--- src/rtl/regfile_mp.sv ---
// Multi-port register file: two write ports, NUM_RD read ports with write bypass,
// a pending-write scoreboard for decode hazards, and a post-reset clear sweep.
module regfile_mp #(
  parameter int DATA_W      = 16,
  parameter int ADDR_W      = 3,
  parameter int NUM_RD      = 2,
  parameter int ZERO_REG_EN = 1
) (
  input  logic                       clk,
  input  logic                       rst,
  output logic                       ready_o,
  input  logic                       w0_en_i,
  input  logic [ADDR_W-1:0]          w0_addr_i,
  input  logic [DATA_W-1:0]          w0_data_i,
  input  logic                       w1_en_i,
  input  logic [ADDR_W-1:0]          w1_addr_i,
  input  logic [DATA_W-1:0]          w1_data_i,
  input  logic [NUM_RD-1:0]          r_en_i,
  input  logic [NUM_RD*ADDR_W-1:0]   r_addr_i,
  output logic [NUM_RD*DATA_W-1:0]   r_data_o,
  output logic [NUM_RD-1:0]          r_busy_o,
  input  logic                       claim_en_i,
  input  logic [ADDR_W-1:0]          claim_addr_i
);

  localparam int DEPTH = 2**ADDR_W;
  localparam bit ZERO  = (ZERO_REG_EN != 0);

  typedef enum logic {S_CLEAR, S_RUN} state_t;

  state_t                r_state, w_state_nxt;
  logic [ADDR_W-1:0]     r_clr_cnt, w_clr_cnt_nxt;
  logic [DATA_W-1:0]     r_regs [DEPTH];
  logic [DEPTH-1:0]      r_pending, w_pending_nxt;
  logic                  w_run;
  logic                  w_w0_ok, w_w1_ok;

  assign w_run   = (r_state == S_RUN);
  assign ready_o = w_run;
  assign w_w0_ok = w0_en_i && !(ZERO && (w0_addr_i == '0));
  assign w_w1_ok = w1_en_i && !(ZERO && (w1_addr_i == '0));

  always_ff @(posedge clk) begin
    if (rst) begin
      r_state   <= S_CLEAR;
      r_clr_cnt <= '0;
      r_pending <= '0;
    end else begin
      r_state   <= w_state_nxt;
      r_clr_cnt <= w_clr_cnt_nxt;
      r_pending <= w_pending_nxt;
    end
  end

  always_comb begin
    w_state_nxt   = r_state;
    w_clr_cnt_nxt = r_clr_cnt;
    case (r_state)
      S_CLEAR: begin
        w_clr_cnt_nxt = r_clr_cnt + 1'b1;
        if (r_clr_cnt == ADDR_W'(DEPTH-1)) w_state_nxt = S_RUN;
      end
      default: w_state_nxt = S_RUN;
    endcase
  end

  // Port 1 is written last so it wins a same-address conflict.
  always_ff @(posedge clk) begin
    if (!rst) begin
      if (!w_run) begin
        r_regs[r_clr_cnt] <= '0;
      end else begin
        if (w_w0_ok) r_regs[w0_addr_i] <= w0_data_i;
        if (w_w1_ok) r_regs[w1_addr_i] <= w1_data_i;
      end
    end
  end

  // A claim outranks a same-cycle write, so the set is applied after the clear.
  always_comb begin
    w_pending_nxt = r_pending;
    if (w_run) begin
      for (int unsigned i = 0; i < DEPTH; i++) begin
        if ((w_w0_ok && w0_addr_i == ADDR_W'(i)) ||
            (w_w1_ok && w1_addr_i == ADDR_W'(i)))
          w_pending_nxt[i] = 1'b0;
        if (claim_en_i && claim_addr_i == ADDR_W'(i))
          w_pending_nxt[i] = 1'b1;
      end
    end
    if (ZERO) w_pending_nxt[0] = 1'b0;
  end

  always_comb begin
    logic [ADDR_W-1:0] a;
    logic              hit0, hit1;
    r_data_o = '0;
    r_busy_o = '0;
    a        = '0;
    hit0     = 1'b0;
    hit1     = 1'b0;
    for (int unsigned k = 0; k < NUM_RD; k++) begin
      a    = r_addr_i[k*ADDR_W +: ADDR_W];
      hit0 = w0_en_i && (w0_addr_i == a);
      hit1 = w1_en_i && (w1_addr_i == a);
      if (w_run && r_en_i[k]) begin
        if (ZERO && a == '0)
          r_data_o[k*DATA_W +: DATA_W] = '0;
        else if (hit1)
          r_data_o[k*DATA_W +: DATA_W] = w1_data_i;
        else if (hit0)
          r_data_o[k*DATA_W +: DATA_W] = w0_data_i;
        else
          r_data_o[k*DATA_W +: DATA_W] = r_regs[a];
        r_busy_o[k] = r_pending[a] & ~(hit0 | hit1);
      end
    end
  end

endmodule

--- config.mk ---
export PLATFORM = sky130hd
export DESIGN_NAME = regfile_mp
export DESIGN_NICKNAME = d
export VERILOG_FILES = /design/src/rtl/regfile_mp.sv
export SDC_FILE = /design/constraint.sdc
export NUM_CORES = 1
export LEC_CHECK = 0
export BUFFER_PORTS_ARGS = -buffer_cell sky130_fd_sc_hd__buf_2
export CORE_MARGIN = 2
export CORE_UTILIZATION = 30
export CTS_CLUSTER_DIAMETER = 50
export DETAILED_ROUTE_END_ITERATION = 10
export GPL_ROUTABILITY_DRIVEN = 0
export HOLD_SLACK_MARGIN = 0.06
export PLACE_DENSITY_LB_ADDON = 0.08
export SYNTH_ARGS = -nofsm -noshare
export SYNTH_HDL_FRONTEND = slang
export SYNTH_SLANG_ARGS = --single-unit
--- constraint.sdc ---
create_clock -name clk -period 2.6 [get_ports clk]
set_input_delay 0.52 -clock clk [delete_from_list [all_inputs] [get_ports clk]]
set_output_delay 0.52 -clock clk [all_outputs]
set_load 0.05 [all_outputs]
==> results of run 1 <==
==> area by class of cell <==
cell class                      count  area, um^2
Clock buffer                       17         425
Fill cell                        2845       17400
Tap cell                          384         480
Multi-Input combinational cell    624        4570
Sequential cell                   139        4060
Antenna cell                        1        2.50
Clock inverter                     15         128
Inverter                           19        71.3
Timing Repair Buffer              187        1710
==> power breakdown <==
part,internal [mW],switching (mW),total (mW),leakage (nW)
clock network,1.26,1.09,2.35,0.267
registers,2.49,0.0358,2.52,1.20
logic,0.372,0.472,0.844,2.66
total,4.12,1.60,5.72,4.13
==> sequential cells by signal, indices dropped and copies added, names as in the netlist <==
signal     count
r_clr_cnt      3
r_regs       128
ready_o        1
r_pending      7
==> path summary, 6_finish.rpt <==
check	startpoint	endpoint	slack, ps	cells past startpoint
worst max-delay path	r_addr_i[3]	r_data_o[20]	30	6
worst min-delay path	claim_addr_i[0]	r_pending[7]$_SDFFE_PP0P_	410	3
worst max register to register	ready_o$_SDFF_PP0_	r_regs[5][3]$_DFFE_PP_	530	5
worst min register to register	r_pending[3]$_SDFFE_PP0P_	r_pending[3]$_SDFFE_PP0P_	490	2
==> metal layers <==
metal  wire (um)  vias to the layer above  global-route usage (%)
met4         465                        0                    5.03
met3        1400                       24                    1.95
met5           0                        -                       0
met2       16700                      199                    37.8
li1            -                     3511                       -
met1       15200                     3660                    30.9
==> kinds of logic (layout without fill, tap and decap cells) <==
kind of cell / after synthesis / in the layout
other cells: 0 / 1
simple gates: 227 / 227
fa+ha+maj: 2 / 2
xor+xnor: 13 / 13
compound gates: 272 / 272
buf+inv: 108 / 238
flops: 139 / 139
mux: 110 / 110
==> critical path, cell delays in order <==
cell      delay (ps)
buf_12           140
buf_12           180
mux4_2           500
o211ai_1         320
a31oi_4          180
buf_6            190
==> per-stage QoR <==
step	hold WS (ps)	util (%)	std cells	setup WS, ps	setup TNS [ps]
after global placement	485	36.9	1346	-128	-911
after CTS	399	39.5	1385	5.36	0
after floorplan	456	-	871	-318	-12400
after global routing	429	39.7	1385	-1.09	-1.09
after detailed placement	484	36.9	1346	-131	-1030
final	411	39.7	1386	33.6	0
==> cells in the final DEF (no fill, tap or decap), types with 19 or more instances in the layout <==
master,synthesis,routed
buf_12,0,30
a22oi_1,32,32
edfxtp_1,128,128
inv_1,19,19
buf_4,6,77
buf_2,20,60
o21ai_0,102,91
mux4_2,34,34
a31oi_2,0,31
nand2_1,173,173
o211ai_1,32,32
o21ai_1,49,60
mux2i_1,75,75
==> repair_timing <==
| action | CTS | global route |
|---|---|---|
| endpoints found under the setup margin | 21 | 28 |
| cloned | 2 | 0 |
| endpoints found under the hold margin | 0 | 0 |
| pin swaps | 6 | 9 |
| gates resized for setup | 19 | 38 |
| setup buffers | 5 | 0 |
==> qor.csv, run 1 <==
metric,value,unit
run status,"finished, final reports clean",
share of synthesized area occupied by flip-flops and latches,45.9,%
pwr/cell area,499,mW/mm^2
clock-pin slew on the worst setup and hold paths,70,ps
area share of the largest cell type after synthesis,43.4,%
type of the tightest min-delay check,input port to register,
area fraction in compound gates after synthesis,18.3,%
number of global-route vias before repair,7204,
synthesized net count,927,
dominant combinational cell family by area after synthesis,compound AO/OA/AOI/OAI gates,
Final Hold Violating Endpoints,0,
maximum number of pins on one net before global-route repair,34,
placement-stage cell area,0.0107,mm^2
boundary pin count,89,
prevailing post-synth register cell,edfxtp_1,
maximum fanout encountered on the critical timing path,12,
top-count cell post-synth,nand2_1,
worst relative slew slack,65.5,%
area share of and/or/nand/nor cells after synthesis,11.2,%
final max-slew violation count,0,
Async SR Flop Fraction,0,%
type of the worst setup path,input port to output pin,
Critical Path Sink Type,output pin,
GR Util All Layers,22.3,%
Max Freq,390,MHz
"Remaining Overflow, GRT",0,
die extent in y,176,um
Final Cell Area,0.0115,mm^2
routed vias,7394,
placed wire-length estimate after detailed placement,23700,um
startpoint type of the worst setup path,input port,
master cell of the clock root buffer,clkbuf_16,
Chip Width,176,um
top area cells in the synthesized netlist,"edfxtp_1 43%, mux4_2 8.6%, mux2i_1 8.5%, nand2_1 7.3%, o21ai_0 5.8%",
Die Area,0.0309,mm^2
largest area contributor in the synthesized netlist,edfxtp_1,
VDD IR max,307,uV
total core area,0.0289,mm^2
First DRT Iteration DRCs,756,
fraction of final layout cells with drive strength greater than 1,30.3,%
overall power of the completed layout,5.72,mW
quantity of hold-fixing buffers added after cts,0,
xor and xnor area share after synthesis,1.29,%
number of distinct library cells after synthesis,40,
setup clock skew after layout,12.9,ps
adder-cell share of the synthesized area,0.283,%
deepest clock path buffer count,2,
row cnt,62,
antenna violations before repair,1,
top cells by instance count after synthesis,"173 x nand2_1, 128 x edfxtp_1, 102 x o21ai_0",
Critical Path RT,2080,ps
endpoint arrival time on the critical path,2050,ps
gate count of the mapped netlist,871,
share of synthesized area spent on multiplexers,17.3,%
syn avg cell area,10.2,um^2
layout overhead on the synthesized area,29.3,%
layout net count,1044,
number of enable-type register cells in the synthesized netlist,128,
deepest level of the CTS H-tree,4,
mean routed wirelength per cell,24.4,um
worst-margin pin slew,517,ps
final critical-path share of the clock period,98.7,%
DRC violation count after routing,0,
minimum period implied by the final worst setup slack,2570,ps
Total Wirelength,33800,um
post-detailed-route count of antenna-violating nets,0,
leakage power total,4.13,nW
clock tree from TritonCTS,built,
mapped cell area,0.00885,mm^2
max-capacitance violation count,0,
ratio of routed vias to standard cells,5.33,
Syn. warnings,0,
number of detailed-routing iterations run before antenna repair,5,
Initial Util,30.7,%
flip-flop and latch count after synthesis,139,
Inserted Clock Buffers,17,
global-route wire length before repair,49500,um
setup-violating endpoint count in the final report,0,
Skew-Pair Late Insertion Delay,420,ps
# clock sinks,139,
IO Port Bufs,88,
No activity file was read; power rests on OpenSTA's default activity.
==> run 2: changes to the inputs <==
--- a/config.mk
+++ b/config.mk
@@ -6,7 +6,7 @@
 export NUM_CORES = 1
 export LEC_CHECK = 0
 export BUFFER_PORTS_ARGS = -buffer_cell sky130_fd_sc_hd__buf_2
-export CORE_MARGIN = 2
+export CORE_MARGIN = 4
 export CORE_UTILIZATION = 30
 export CTS_CLUSTER_DIAMETER = 50
 export DETAILED_ROUTE_END_ITERATION = 10
==> run 2 against run 1 <==
Effect of this change:
- clock power increased by 5%
- critical path type unchanged
- die area grew 4.6%
- non-clock buffer count is the same
- worst hold slack got worse by 4.2 ps
- combinational power is 2% lower
- clock skew is 1.7 ps lower
- global-route usage down 1.2 points
- utilization shrank 0.31 points
- final cell count about the same
==> qor.csv, run 2 (synthesis results as in run 1) <==
metric,value,unit
startpoint type of the worst setup path,input port,
worst flop-to-flop path endpoint,r_regs[6][11]$_DFFE_PP_,
Initial Util,30.6,%
number of flip-flops under the largest register name,128,
global-route wire length before repair,51100,um
deepest clock path buffer count,2,
IO Port Bufs,88,
most frequent cells in the layout,"173 x nand2_1, 128 x edfxtp_1, 102 x o21ai_0, 77 x buf_4, 75 x mux2i_1",
max-capacitance violation count,0,
worst relative slew slack,63.6,%
VDD IR max,401,uV
final standard cell count with taps included and fillers excluded,1385,
routed vias,7424,
run status,"finished, final reports clean",
placement-stage cell area,0.0106,mm^2
number of detailed-routing iterations run before antenna repair,5,
antenna violations before repair,0,
layout net count,1044,
slowest CP cell,mux4_2,
setup-violating endpoint count in the final report,0,
post-detailed-route count of antenna-violating nets,0,
ratio of routed vias to standard cells,5.36,
GR Util All Layers,21.1,%
Final Cell Area,0.0114,mm^2
worst-margin pin slew,545,ps
final max-slew violation count,0,
dpl cells,1348,
boundary pin count,89,
Sequential Area,0.00406,mm^2
most flop-heavy register,r_regs,
Multi-input gate area,0.00458,mm^2
launching point of the worst reg2reg path,ready_o$_SDFF_PP0_,
Die Area,0.0323,mm^2
Antenna Diode Count,0,
max incr delay on CP,520,ps
# clock sinks,139,
Layout fillers,2819,
depth of the worst register-to-register path,6,
deepest level of the CTS H-tree,4,
First DRT Iteration DRCs,673,
setup clock skew after layout,11.2,ps
Inserted Clock Buffers,17,
endpoint of the worst hold path,r_pending[7]$_SDFFE_PP0P_,
buffers plus inverters on the worst setup path,3,
clock tree from TritonCTS,built,
WHS Path Cells,3,
Critical Path Sink Type,output pin,
leakage power total,4.13,nW
die extent in y,180,um
pwr/cell area,510,mW/mm^2
type of the tightest min-delay check,input port to register,
layout overhead on the synthesized area,28.7,%
Min-Delay Startpoint,claim_addr_i[0],
placed wire-length estimate after detailed placement,24000,um
"Remaining Overflow, GRT",0,
final critical-path share of the clock period,98.4,%
row cnt,62,
type of the worst setup path,input port to output pin,
Final Hold Violating Endpoints,0,
quantity of hold-fixing buffers added after cts,0,
Chip Width,180,um
"most common cell after layout, fill and taps aside",nand2_1,
Post-Route Hold Slack,407,ps
Max Freq,391,MHz
clock-pin slew on the worst setup and hold paths,70,ps
Total Wirelength,34400,um
worst setup slack for register-to-register paths,500,ps
series of cell instances along the critical path,"buf_6, buf_12, mux4_2, o211ai_1, a31oi_2, buf_4",
Critical Path RT,2080,ps
DRC violation count after routing,0,
minimum period implied by the final worst setup slack,2560,ps
maximum fanout encountered on the critical timing path,12,
master cell of the clock root buffer,clkbuf_16,
Skew-Pair Late Insertion Delay,430,ps
fraction of final layout cells with drive strength greater than 1,30.3,%
number of global-route vias before repair,7403,
endpoint arrival time on the critical path,2040,ps
mean routed wirelength per cell,24.8,um
Top Family by Delay on Critical Path,buffers and inverters,
maximum number of pins on one net before global-route repair,34,
total core area,0.0289,mm^2
largest registers in the final layout,"r_regs: 128 flops, r_pending: 7 flops, r_clr_cnt: 3 flops",
[run 2: cell count changes in the layout (fill, tap and decap cells not counted), moves of 2 or more]
cell / before / now
buf_12: 30 / 26
buf_2: 60 / 71
buf_6: 10 / 8
clkbuf_4: 8 / 3
clkinv_2: 2 / 0
clkinv_4: 1 / 3
clkinvlp_4: 3 / 1
o21ai_0: 91 / 102
o21ai_1: 60 / 49
[run 2: where the power goes]
group          switching [mW]  total, mW  internal [mW]
clock                    1.11       2.47           1.35
sequential             0.0360       2.52           2.49
combinational           0.464      0.825          0.361
[run 2: worst max-delay path by stage]
stage | from | end | slack (ps) | depth (start not counted)
final | r_addr_i[0] | r_data_o[2] | 40 | 6
after global routing | r_regs[1][14]$_DFFE_PP_ | r_data_o[30] | -1 | 5
after CTS | r_addr_i[3] | r_data_o[23] | 6 | 8
after detailed placement | r_addr_i[3] | r_data_o[30] | -50 | 9
after global placement | r_addr_i[3] | r_data_o[25] | -60 | 7
after floorplan | ready_o$_SDFF_PP0_ | r_regs[5][0]$_DFFE_PP_ | -320 | 6
[run 2: timing repair]
item / 4_1_cts / 5_1_grt
pin swaps: 1 / 5
endpoints found under the setup margin: 9 / 18
setup buffers: 0 / 3
resized for setup: 12 / 21
cloned: 1 / 1
[run 2: layout make-up]
type,instances,area share (%)
repair buffers,187,14.2
flip-flops and latches,139,35.7
inverters,19,0.626
clock buffers,17,3.73
well taps,384,4.22
multi-input cells,624,40.2
clock inverters,15,1.33
[run 2: per-stage QoR]
step           TNS, ps  utilization, %  setup WS, ps  power (mW)
3_5_place_dp      -221            36.8         -50.9        3.38
4_1_cts              0            39.0          5.71        5.83
6_report             0            39.4          41.4        5.81
5_1_grt         -0.968            39.4        -0.968        6.00
3_3_place_gp      -284            36.8         -61.8        3.38
2_1_floorplan   -12400               -          -318        3.00
[run 2: worst register-to-register path: stages, from the launching register on]
cell      delay, ps
dfxtp_1         480
nand2b_1        170
nor3b_4         270
buf_4           180
mux2i_1         270
a21o_1          200
buf_12          200
[run 2: per-layer routing]
| layer | global-route usage [%] | share of wire [%] | vias up |
|---|---|---|---|
| li1 | - | - | 3509 |
| met1 | 29.8 | 47 | 3708 |
| met2 | 35.3 | 48 | 175 |
| met3 | 2.41 | 3.6 | 32 |
| met4 | 4.08 | 1.3 | 0 |
| met5 | 0 | 0 | - |
==> run 3: changes to the inputs <==
--- a/config.mk
+++ b/config.mk
@@ -7,7 +7,7 @@
 export LEC_CHECK = 0
 export BUFFER_PORTS_ARGS = -buffer_cell sky130_fd_sc_hd__buf_2
 export CORE_MARGIN = 4
-export CORE_UTILIZATION = 30
+export CORE_UTILIZATION = 35
 export CTS_CLUSTER_DIAMETER = 50
 export DETAILED_ROUTE_END_ITERATION = 10
 export GPL_ROUTABILITY_DRIVEN = 0
==> run 3 against run 2 <==
Effect of this change:
- design area shrank 2.1%
- setup slack got worse by 5.0 ps
- sequential share of layout area up 0.77 points
- largest power group is now the clock network
==> qor.csv, run 3 (synthesis results as in run 1) <==
metric,value,unit
share of the core filled with cells,45.3,%
worst-margin pin slew,506,ps
most flop-heavy register,r_regs,
type of the tightest min-delay check,input port to register,
clock-pin slew on the worst setup and hold paths,70,ps
"Remaining Overflow, GRT",0,
global-route wire length before repair,47800,um
run status,"finished, final reports clean",
startpoint type of the worst setup path,input port,
Layout fillers,2311,
max incr delay on CP,290,ps
WHS Path Cells,3,
VDD IR max,337,uV
largest registers in the final layout,"r_regs: 128 flops, r_pending: 7 flops, r_clr_cnt: 3 flops",
minimum period implied by the final worst setup slack,2560,ps
row cnt,57,
layout net count,1028,
deepest level of the CTS H-tree,4,
master cell of the clock root buffer,clkbuf_16,
deepest clock path buffer count,2,
maximum fanout encountered on the critical timing path,17,
series of cell instances along the critical path,"buf_2, buf_4, xnor2_1, and4_1, buf_12, nand2_1, a31oi_2, clkbuf_4",
Skew-Pair Late Insertion Delay,420,ps
final critical-path share of the clock period,98.6,%
GR Util All Layers,22.6,%
# clock sinks,139,
Critical Path RT,2080,ps
most frequent cells in the layout,"173 x nand2_1, 128 x edfxtp_1, 102 x o21ai_0, 75 x mux2i_1, 70 x buf_2",
Setup TNS,0,ps
worst setup slack for register-to-register paths,490,ps
Min-Delay Startpoint,claim_addr_i[0],
fraction of final layout cells with drive strength greater than 1,29.2,%
quantity of hold-fixing buffers added after cts,0,
setup-violating endpoint count in the final report,0,
slowest CP cell,clkbuf_4,
clock tree from TritonCTS,built,
Total Wirelength,31500,um
type of the worst setup path,input port to output pin,
Post-Route Hold Slack,390,ps
Chip Width,167,um
Sequential Area,0.00407,mm^2
depth of the worst register-to-register path,5,
placement-stage cell area,0.0105,mm^2
layout overhead on the synthesized area,26.0,%
worst flop-to-flop path endpoint,r_regs[5][1]$_DFFE_PP_,
Initial Util,36.0,%
Die Area,0.0279,mm^2
number of detailed-routing iterations run before antenna repair,5,
Max Freq,390,MHz
First DRT Iteration DRCs,613,
endpoint of the worst hold path,r_pending[3]$_SDFFE_PP0P_,
placed wire-length estimate after detailed placement,22100,um
final max-slew violation count,0,
setup clock skew after layout,11.4,ps
maximum number of pins on one net before global-route repair,33,
leakage power total,4.04,nW
boundary pin count,89,
Final Hold Violating Endpoints,0,
launching point of the worst reg2reg path,ready_o$_SDFF_PP0_,
Final Cell Area,0.0112,mm^2
worst relative slew slack,66.2,%
Multi-input gate area,0.00456,mm^2
max-capacitance violation count,0,
Inserted Clock Buffers,17,
RSZ-0062 raised after global routing,false,
routed vias,7326,
ratio of routed vias to standard cells,5.59,
die extent in y,167,um
mean routed wirelength per cell,24.1,um
"most common cell after layout, fill and taps aside",nand2_1,
number of global-route vias before repair,7311,
Critical Path Sink Type,output pin,
number of flip-flops under the largest register name,128,
total core area,0.0246,mm^2
post-detailed-route count of antenna-violating nets,0,
DRC violation count after routing,0,
endpoint arrival time on the critical path,2040,ps
antenna violations before repair,2,
IO Port Bufs,88,
pwr/cell area,527,mW/mm^2
## run 3: repair_timing
item / 4_1_cts / 5_1_grt
endpoints found under the hold margin: 0 / 0
buffers inserted: 2 / 0
pin swaps: 2 / 3
resized for setup: 12 / 16
setup endpoints to repair: 16 / 22
## run 3: critical path: cells and delay by family
kind / cells / cell delay (ps)
compound gates: 1 / 260
xor+xnor: 1 / 180
buf+inv: 4 / 740
simple gates: 2 / 340
## run 3: per-layer routing
metal,GRT usage [%],up-vias,part of all wire (%)
li1,-,3475,-
met1,32.0,3620,46
met2,37.0,195,49
met3,2.61,34,4.1
met4,6.05,2,1.6
met5,0,-,0.032
## run 3: cell type report
type                    instances  area share, %
clock inverters                14           1.54
well taps                     324           3.63
repair buffers                171           13.0
flip-flops and latches        139           36.4
multi-input cells             624           40.9
inverters                      19          0.639
clock buffers                  18           3.85
diodes                          1         0.0224
## run 3: worst max path at each step
stage / from / to / slack (ps) / cells after the start
global route: r_addr_i[5] / r_data_o[21] / 0.1 / 8
detailed placement: r_addr_i[0] / r_data_o[14] / -90 / 6
global placement: r_addr_i[0] / r_data_o[14] / -100 / 6
floorplan: ready_o$_SDFF_PP0_ / r_regs[5][0]$_DFFE_PP_ / -320 / 6
finish: r_addr_i[5] / r_data_o[18] / 40 / 8
CTS: r_addr_i[4] / r_data_o[18] / 8 / 7
## run 3: power breakdown
part,internal [mW],switching (mW),leakage (nW)
clock,1.52,1.05,0.282
combinational,0.341,0.442,2.55
sequential,2.49,0.0369,1.20
total,4.34,1.53,4.04
## run 3: stage by stage
stage	total power, mW	setup WS [ps]	std cells
2_1_floorplan	3.00	-318	871
3_3_place_gp	3.34	-98.9	1275
3_5_place_dp	3.35	-89.0	1275
4_1_cts	5.91	8.26	1309
5_1_grt	6.07	0.142	1310
6_report	5.87	36.4	1310
